<file path="src/rtl/fifo_wr_arbiter.sv">
// Two-requester round-robin write arbiter in front of a single FIFO write port.
// A grant is held for up to MAX_BURST consecutive transfers. A full FIFO stalls
// the current owner without releasing the grant. Handover between requesters
// happens without an idle cycle.
module fifo_wr_arbiter #(
  parameter int WIDTH     = 8,
  parameter int MAX_BURST = 4
) (
  input  logic             clk,
  input  logic             rst,
  input  logic             req0_valid,
  input  logic [WIDTH-1:0] req0_data,
  output logic             req0_ready,
  input  logic             req1_valid,
  input  logic [WIDTH-1:0] req1_data,
  output logic             req1_ready,
  input  logic             fifo_full,
  output logic             fifo_wr_ena,
  output logic [WIDTH-1:0] fifo_wr_data,
  output logic [1:0]       grant,
  output logic [15:0]      xfer_cnt
);

  // Encodings equal the grant bits, so the state register is the grant decode.
  typedef enum logic [1:0] {
    IDLE = 2'b00,
    GNT0 = 2'b01,
    GNT1 = 2'b10
  } state_t;

  // burst_cnt value at which a transfer ends the burst
  localparam logic [3:0] LAST_BEAT = 4'(MAX_BURST - 1);

  state_t      state_r, state_s;
  logic        last_r, last_s;
  logic [3:0]  burst_r, burst_s;
  logic [1:0]  grant_r, grant_s;
  logic [15:0] xfer_cnt_r;
  logic        own_valid_s, other_valid_s, wr_s;

  // Handshake path: ready, write enable and write data (zero latency, forced
  // off during reset so an aborted burst cannot write in the reset cycle).
  always_comb begin
    req0_ready   = 1'b0;
    req1_ready   = 1'b0;
    fifo_wr_data = '0;
    if (rst) begin
      req0_ready   = 1'b0;
      req1_ready   = 1'b0;
      fifo_wr_data = '0;
    end else begin
      req0_ready = (state_r == GNT0) && !fifo_full;
      req1_ready = (state_r == GNT1) && !fifo_full;
      case (state_r)
        GNT0:    fifo_wr_data = req0_data;
        GNT1:    fifo_wr_data = req1_data;
        default: fifo_wr_data = '0;
      endcase
    end
    wr_s        = (req0_ready && req0_valid) || (req1_ready && req1_valid);
    fifo_wr_ena = wr_s;
  end

  // Valid of the current owner and of the other requester.
  always_comb begin
    own_valid_s   = 1'b0;
    other_valid_s = 1'b0;
    case (state_r)
      GNT0: begin
        own_valid_s   = req0_valid;
        other_valid_s = req1_valid;
      end
      GNT1: begin
        own_valid_s   = req1_valid;
        other_valid_s = req0_valid;
      end
      default: begin
        own_valid_s   = 1'b0;
        other_valid_s = 1'b0;
      end
    endcase
  end

  // Next-state logic: round-robin pick from IDLE, burst limit / drop release.
  always_comb begin
    state_s = state_r;
    last_s  = last_r;
    burst_s = burst_r;
    case (state_r)
      IDLE: begin
        if (req0_valid && req1_valid) begin
          // tie goes to the requester that was not served last
          state_s = last_r ? GNT0 : GNT1;
          last_s  = !last_r;
          burst_s = 4'd0;
        end else if (req0_valid) begin
          state_s = GNT0;
          last_s  = 1'b0;
          burst_s = 4'd0;
        end else if (req1_valid) begin
          state_s = GNT1;
          last_s  = 1'b1;
          burst_s = 4'd0;
        end else begin
          state_s = IDLE;
        end
      end
      GNT0, GNT1: begin
        if ((wr_s && (burst_r == LAST_BEAT)) || !own_valid_s) begin
          if (other_valid_s) begin
            state_s = (state_r == GNT0) ? GNT1 : GNT0;
            last_s  = (state_r == GNT0);
            burst_s = 4'd0;
          end else if (own_valid_s) begin
            // burst limit reached with nobody waiting: fresh burst, same owner
            state_s = state_r;
            last_s  = (state_r == GNT1);
            burst_s = 4'd0;
          end else begin
            state_s = IDLE;
          end
        end else if (wr_s) begin
          burst_s = burst_r + 4'd1;
        end else begin
          // stalled on a full FIFO: hold everything
          burst_s = burst_r;
        end
      end
      default: begin
        state_s = IDLE;
      end
    endcase
    grant_s = state_s;
  end

  // State, round-robin pointer, burst counter, grant and transfer counter.
  always_ff @(posedge clk) begin
    if (rst) begin
      state_r    <= IDLE;
      last_r     <= 1'b1;
      burst_r    <= 4'd0;
      grant_r    <= 2'b00;
      xfer_cnt_r <= 16'd0;
    end else begin
      state_r <= state_s;
      last_r  <= last_s;
      burst_r <= burst_s;
      grant_r <= grant_s;
      if (wr_s) begin
        xfer_cnt_r <= xfer_cnt_r + 16'd1;
      end else begin
        xfer_cnt_r <= xfer_cnt_r;
      end
    end
  end

  assign grant    = rst ? 2'b00 : grant_r;
  assign xfer_cnt = xfer_cnt_r;

endmodule

</file>
<file path="config.mk">
export PLATFORM = sky130hd
export DESIGN_NAME = fifo_wr_arbiter
export DESIGN_NICKNAME = d
export VERILOG_FILES = /design/src/rtl/fifo_wr_arbiter.sv
export SDC_FILE = /design/constraint.sdc
export NUM_CORES = 1
export LEC_CHECK = 0
export ABC_AREA = 1
export BUFFER_PORTS_ARGS = -buffer_cell sky130_fd_sc_hd__buf_4
export CORE_MARGIN = 5
export CORE_UTILIZATION = 51
export DETAILED_ROUTE_END_ITERATION = 8
export MAX_ROUTING_LAYER = met4
export PLACE_DENSITY = 0.8
export SLEW_MARGIN = 20
export SYNTH_ARGS = -nofsm -noshare
export SYNTH_HDL_FRONTEND = slang
export SYNTH_SLANG_ARGS = --single-unit
export TNS_END_PERCENT = 20
</file>
<file path="constraint.sdc">
create_clock -name clk -period 2.2 [get_ports clk]
set_clock_uncertainty 0.15 [all_clocks]
set_input_delay 0.11 -clock clk [delete_from_list [all_inputs] [get_ports clk]]
set_output_delay 0.11 -clock clk [all_outputs]
set_load 0.01 [all_outputs]
</file>
==> results of run 1 <==
cell families (layout without fill, tap and decap cells):
family                     Yosys count  in the layout
and+or+nand+nor                    155            155
buffers and inverters               38             88
DFF                                 23             23
xor gates and xnor gates             4              4
adders and majority gates            6              6
AOI/OAI and AO/OA                   36             36
registers in the layout, summed over array words and instances (netlist names):
name      count
burst_r       4
grant_r       2
last_r        1
xfer_cnt     16
worst max-delay path, stage by stage (launching register included):
cell	delay, ps
sky130_fd_sc_hd__dfxtp_1	380
sky130_fd_sc_hd__inv_1	80
sky130_fd_sc_hd__ha_1	400
sky130_fd_sc_hd__nand2_1	220
sky130_fd_sc_hd__a21oi_1	180
sky130_fd_sc_hd__buf_4	140
metrics by stage:
| stage | utilization (%) | total power (µW) | hold slack [ps] | instance area [µm²] |
|---|---|---|---|---|
| after floorplan | - | 714 | 118 | 1610 |
| after global placement | 66.1 | 816 | 277 | 2020 |
| after detailed placement | 66.1 | 823 | 291 | 2020 |
| after CTS | 67.3 | 1020 | 85.1 | 2050 |
| after global routing | 67.3 | 1090 | 105 | 2050 |
| final | 67.3 | 1010 | 80.5 | 2050 |
worst max path at each step:
stage | from | end | slack (ps) | cells past startpoint
2_1_floorplan | grant_r[0] | burst_r[1] | 620 | 9
3_3_place_gp | grant_r[1] | xfer_cnt[6] | 420 | 9
3_5_place_dp | grant_r[1] | xfer_cnt[6] | 340 | 9
4_1_cts | grant_r[0] | fifo_wr_data[4] | 210 | 5
5_1_grt | grant_r[1] | fifo_wr_data[4] | 70 | 5
6_report | grant_r[1] | fifo_wr_data[3] | 210 | 5
cell usage after synthesis, drive strengths merged:
cell | instances | area share, %
nand4 | 7 | 3.5
o22ai | 1 | 0.39
and3 | 1 | 0.39
nor3 | 5 | 1.9
a21oi | 23 | 7.4
nand2 | 90 | 22
clkinv | 1 | 0.31
inv | 31 | 7.2
xnor2 | 2 | 1.1
o21a | 1 | 0.47
ha | 6 | 4.7
clkbuf | 3 | 0.70
dfxtp | 23 | 29
nand3b | 1 | 0.47
nor2 | 31 | 8.5
buf | 3 | 1.2
o21ai | 10 | 3.3
nand3 | 19 | 6.2
nor3b | 1 | 0.47
a31oi | 1 | 0.39
xor2 | 2 | 1.1
metal layers:
metal | global-route usage [%] | vias up | share of wire (%)
li1 | - | 940 | -
met1 | 23.9 | 782 | 45
met2 | 35.8 | 46 | 48
met3 | 2.04 | 9 | 4.3
met4 | 7.87 | 0 | 2.2
met5 | - | - | 0
where the power goes:
group	internal (µW)	switching (µW)	leakage (µW)
logic	140	211	0.000715
registers	441	21.0	0.000186
clock network	70.9	131	0.0000150
total	652	363	0.000917
area by class of cell:
cell class	instances	area [µm²]
fillers	299	1000
repair buffers	52	393
well taps	44	55.1
inverters	32	121
clock buffers	4	26.3
flip-flops and latches	23	460
multi-input cells	201	997
==> impl_metrics.sql, run 1 <==
INSERT INTO impl_metrics (metric_group, metric, value, unit) VALUES
('outcome', 'outcome', 'completed', ''),
('setup_path', 'worst_r2r_endpoint', 'xfer_cnt[6]', ''),
('timing', 'timing.final.hold_violations', '0', ''),
('detailed_routing', 'detailedRoute.firstIterationViolations', '122', ''),
('clock_network', 'clock_latency', '320', 'ps'),
('timing', 'fmaxAchievable', '0.502', 'GHz'),
('clock_network', 'post_cts_resize_count', '0', ''),
('yosys', 'netlist-cell-type-count', '33', ''),
('setup_path', 'critPathKind', 'flip-flop to output pin', ''),
('yosys', 'main_combinational_cell_family_by_area_after_synthesis', 'simple AND/OR/NAND/NOR gates', ''),
('floorplanning', 'number_of_top_level_design_ports', '50', ''),
('yosys', 'muxShareOfSynthArea', '0', '%'),
('detailed_routing', 'final_antenna_net_count', '0', ''),
('detailed_routing', 'detailroute.via_count', '1777', ''),
('timing', 'layout_setup_ws', '206', 'ps'),
('timing', 'finalSetupTns', '0', 'ps'),
('hold_path', 'hold_class', 'input port to flip-flop', ''),
('timing', 'timing.final.crit_period', '1990', 'ps'),
('placed_design', 'post-place-cells', '351', ''),
('timing', 'layout_worst_path_cycle_share', '90.6', '%'),
('yosys', 'yosys.area_share.simple', '43.1', '%'),
('detailed_routing', 'drt_wl_total', '4.00', 'mm'),
('clock_network', 'clock-sinks', '23', ''),
('finish', 'drive_gt1_share', '23.7', '%'),
('yosys', 'synth_compound_area_share', '12.0', '%'),
('hold_path', 'min_path_cells', '5', ''),
('setup_path', 'rr_startpoint', 'grant_r[1]', ''),
('timing', 'worst_slew_margin_rel', '74.8', '%'),
('finish', 'stdcell_count', '356', ''),
('grt', 'first_global_vias', '1700', ''),
('timing', 'worst_tran_pin_value', '377', 'ps'),
('setup_path', 'setup.reg_to_reg.worst_slack', '310', 'ps'),
('finish', 'final_common_cell', 'sky130_fd_sc_hd__nand2_1', ''),
('yosys', 'syn_area_per_cell', '6.15', 'µm²'),
('pwr', 'p_per_area', '494', 'nW/µm²'),
('finish', 'final_cell_mix', '87 x sky130_fd_sc_hd__nand2_1, 51 x sky130_fd_sc_hd__buf_4, 27 x sky130_fd_sc_hd__nor2_1, 25 x sky130_fd_sc_hd__inv_1, 23 x sky130_fd_sc_hd__dfxtp_1', ''),
('setup_path', 'timing.critical_path.arrival', '1730', 'ps'),
('yosys', 'fraction_of_the_yosys_area_taken_by_sequential_cells', '28.6', '%'),
('clock_network', 'tritoncts', 'done', ''),
('floorplanning', 'die_area', '4380', 'µm²'),
('grt', 'grt_first_pass_wirelength', '6.97', 'mm'),
('yosys', 'syn_area', '1610', 'µm²'),
('placed_design', 'final_hpwl_from_detailed_placement', '3.19', 'mm'),
('floorplanning', 'design.core.area', '3050', 'µm²'),
('job', 'maxCapViolCount', '0', ''),
('timing', 'setup-violations-final', '0', ''),
('finish', 'final_net_count', '340', ''),
('setup_path', 'setup.worst_path.end_class', 'output pin', ''),
('finish', 'diodes', '0', ''),
('detailed_routing', 'route.detailed.wl_per_inst', '11.2', 'µm'),
('grt', 'overflow', '0', ''),
('setup_path', 'setup.worst_path.start_class', 'flip-flop', ''),
('grt', 'grt_max_degree', '20', ''),
('hold_path', 'min_to', 'grant_r[1]', ''),
('hold_path', 'holdCritStartpoint', 'req1_valid', ''),
('finish', 'area.growth.synth_to_final', '27.5', '%'),
('yosys', 'synth-xor-area-share', '2.18', '%'),
('yosys', 'synth_nets', '289', ''),
('grt', 'global_route.usage.total', '20.4', '%'),
('placed_design', 'dpl_worst_slack', '342', 'ps'),
('pwr', 'ir_drop', '278', 'µV'),
('timing', 'report.final.slew_viol_count', '0', ''),
('clock_network', 'cts_buffer_depth', '2', ''),
('clock_network', 'cts_post_setup_buffers_inserted', '0', ''),
('timing', 'grt_setup_unrepaired', 'no', ''),
('detailed_routing', 'drt_pre_antenna_iters', '4', ''),
('floorplanning', 'row_count', '20', ''),
('clock_network', 'cts-hold-fix-buffers', '1', ''),
('clock_network', 'ctsHtreeMaxLevel', '1', ''),
('pwr', 'cellLeakagePower', '0.000917', 'µW'),
('placed_design', 'final_weighted_congestion_in_routability_driven_placement', '0.841', '');
Note: power is estimated with default switching activity, not from simulation.
==> run 2: changes to the inputs <==
Settings changed: CELL_PAD_IN_SITES_DETAIL_PLACEMENT set to 1, CELL_PAD_IN_SITES_GLOBAL_PLACEMENT set to 1, CORE_MARGIN 5 to 10, CORE_UTILIZATION 51 to 34, PLACE_DENSITY 0.8 to not set, PLACE_DENSITY_LB_ADDON set to 0.1.
==> impl_metrics.sql, run 2 (synthesis results as in run 1) <==
INSERT INTO impl_metrics (metric_group, metric, value, unit) VALUES
('outcome', 'outcome', 'completed', ''),
('clock_network', 'clock-sinks', '23', ''),
('clock_network', 'cts.reportedPaths.clkPinSlew', '90', 'ps'),
('clock_network', 'ctsHtreeMaxLevel', '1', ''),
('setup_path', 'cpMaxStageDelayCell', 'sky130_fd_sc_hd__ha_1', ''),
('setup_path', 'setup.worst_path.end_class', 'output pin', ''),
('job', 'maxCapViolCount', '0', ''),
('detailed_routing', 'detailroute.via_count', '1770', ''),
('grt', 'global_route.usage.total', '14.7', '%'),
('detailed_routing', 'detail_route.drc_violations', '0', ''),
('finish', 'stdcell_count', '363', ''),
('detailed_routing', 'via_per_inst', '4.88', ''),
('finish', 'final_cell_mix', '87 x sky130_fd_sc_hd__nand2_1, 51 x sky130_fd_sc_hd__buf_4, 27 x sky130_fd_sc_hd__nor2_1, 25 x sky130_fd_sc_hd__inv_1, 23 x sky130_fd_sc_hd__dfxtp_1', ''),
('timing', 'grt_setup_unrepaired', 'no', ''),
('finish', 'final_net_count', '339', ''),
('clock_network', 'cts_post_setup_buffers_inserted', '0', ''),
('clock_network', 'cts_made_buffers', '3', ''),
('detailed_routing', 'drt_wl_total', '5.06', 'mm'),
('finish', 'area.growth.synth_to_final', '28.7', '%'),
('pwr', 'cellLeakagePower', '0.000920', 'µW'),
('clock_network', 'post_cts_resize_count', '0', ''),
('placed_design', 'final_weighted_congestion_in_routability_driven_placement', '0.848', ''),
('setup_path', 'worst_ep_required_time', '1940', 'ps'),
('clock_network', 'root_buffer_master', 'sky130_fd_sc_hd__clkbuf_8', ''),
('hold_path', 'hold_class', 'input port to flip-flop', ''),
('placed_design', 'post-place-cells', '359', ''),
('setup_path', 'sequence_of_cells_on_the_critical_path', 'inv_1 > ha_1 > nand2_1 > a21oi_1 > buf_4', ''),
('finish', 'fill_cells', '626', ''),
('timing', 'worst_tran_pin_value', '351', 'ps'),
('finish', 'number_of_flip_flops_under_the_largest_register_name', '16', ''),
('timing', 'timing.final.hold_violations', '0', ''),
('placed_design', 'port_buffers', '49', ''),
('floorplanning', 'die_h', '88.8', 'µm'),
('timing', 'worst_slew_margin_rel', '76.4', '%'),
('floorplanning', 'initial_core_util', '36.0', '%'),
('finish', 'final_common_cell', 'sky130_fd_sc_hd__nand2_1', ''),
('clock_network', 'tritoncts', 'done', ''),
('setup_path', 'critPathKind', 'flip-flop to output pin', ''),
('floorplanning', 'design.core.area', '4470', 'µm²'),
('floorplanning', 'die_area', '7890', 'µm²'),
('placed_design', 'final_hpwl_from_detailed_placement', '4.16', 'mm'),
('grt', 'grt_antenna_before_repair', '0', ''),
('setup_path', 'critical_path_peak_fanout', '8', ''),
('grt', 'first_global_vias', '1832', ''),
('clock_network', 'cts-hold-fix-buffers', '0', ''),
('floorplanning', 'fp.dieW', '88.8', 'µm'),
('floorplanning', 'number_of_top_level_design_ports', '50', ''),
('timing', 'fmaxAchievable', '0.521', 'GHz'),
('setup_path', 'setup.worst_path.start_class', 'flip-flop', ''),
('grt', 'grt_max_degree', '20', ''),
('timing', 'finalSetupTns', '0', 'ps'),
('floorplanning', 'row_count', '24', ''),
('pwr', 'ir_drop', '438', 'µV'),
('finish', 'drive_gt1_share', '23.8', '%'),
('pwr', 'total_power', '1100', 'µW'),
('timing', 'timing.final.crit_period', '1920', 'ps'),
('clock_network', 'cts_buffer_depth', '2', ''),
('timing', 'report.final.slew_viol_count', '0', ''),
('setup_path', 'critical-path-max-stage-delay', '390', 'ps'),
('detailed_routing', 'route.detailed.wl_per_inst', '13.9', 'µm'),
('detailed_routing', 'detailedRoute.firstIterationViolations', '61', ''),
('detailed_routing', 'drt_pre_antenna_iters', '4', ''),
('timing', 'setup-violations-final', '0', ''),
('setup_path', 'timing.critical_path.arrival', '1660', 'ps'),
('pwr', 'p_per_area', '533', 'nW/µm²'),
('detailed_routing', 'final_antenna_net_count', '0', ''),
('grt', 'overflow', '0', ''),
('timing', 'layout_worst_path_cycle_share', '87.3', '%'),
('clock_network', 'clock_latency', '270', 'ps'),
('finish', 'diodes', '0', ''),
('grt', 'grt_first_pass_wirelength', '9.05', 'mm');
## run 2: cell types whose count changed in the layout (fill, tap and decap cells not counted)
cell | before | now
sky130_fd_sc_hd__clkbuf_4 | 3 | 0
sky130_fd_sc_hd__dlygate4sd3_1 | 1 | 0
sky130_fd_sc_hd__clkbuf_8 | 0 | 3
## run 2: per-stage QoR
| stage | hold slack [ps] | cell area, µm² | utilization (%) | setup slack [ps] |
|---|---|---|---|---|
| 6_report | 4.68 | 2070 | 46.3 | 279 |
| 5_1_grt | 18.0 | 2070 | 46.3 | 155 |
| 4_1_cts | 7.77 | 2070 | 46.3 | 257 |
| 3_5_place_dp | 304 | 2030 | 45.3 | 390 |
| 3_3_place_gp | 297 | 2030 | 45.3 | 423 |
| 2_1_floorplan | 118 | 1610 | - | 621 |
## run 2: final timing paths
path              slack [ps]         from              end  cells after the start
setup / recovery         280   grant_r[0]  fifo_wr_data[6]                      5
setup reg to reg         410   grant_r[0]      xfer_cnt[6]                      9
hold / removal             5          rst      xfer_cnt[3]                      2
hold reg to reg          340  xfer_cnt[4]      xfer_cnt[4]                      2
## run 2: power breakdown
part / internal (µW) / switching, µW / total (µW)
Combinational: 138 / 227 / 365
Sequential: 440 / 20.4 / 461
Clock: 130 / 149 / 279
## run 2: layout make-up
class / instances / area, µm² / share of cell area, %
multi-input combinational: 201 / 997 / 48.1
sequential: 23 / 460 / 22.2
timing repair buffer: 51 / 383 / 18.5
clock buffer: 4 / 45.0 / 2.17
tap: 52 / 65.1 / 3.14
inverter: 32 / 121 / 5.86
## run 2: layer usage
layer,vias to the layer above,GRT usage [%],wire [µm]
met5,-,-,0
met4,0,3.52,48
met3,5,2.48,113
met2,15,27.2,2720
met1,815,15.9,2180
li1,935,-,-
## run 2: worst max-delay path: cells and delay by family, from the launching register on
family | cells | cell delay, ps
fa+ha+maj | 1 | 390
flops | 1 | 370
buf+inv | 2 | 240
simple gates | 1 | 220
compound gates | 1 | 190
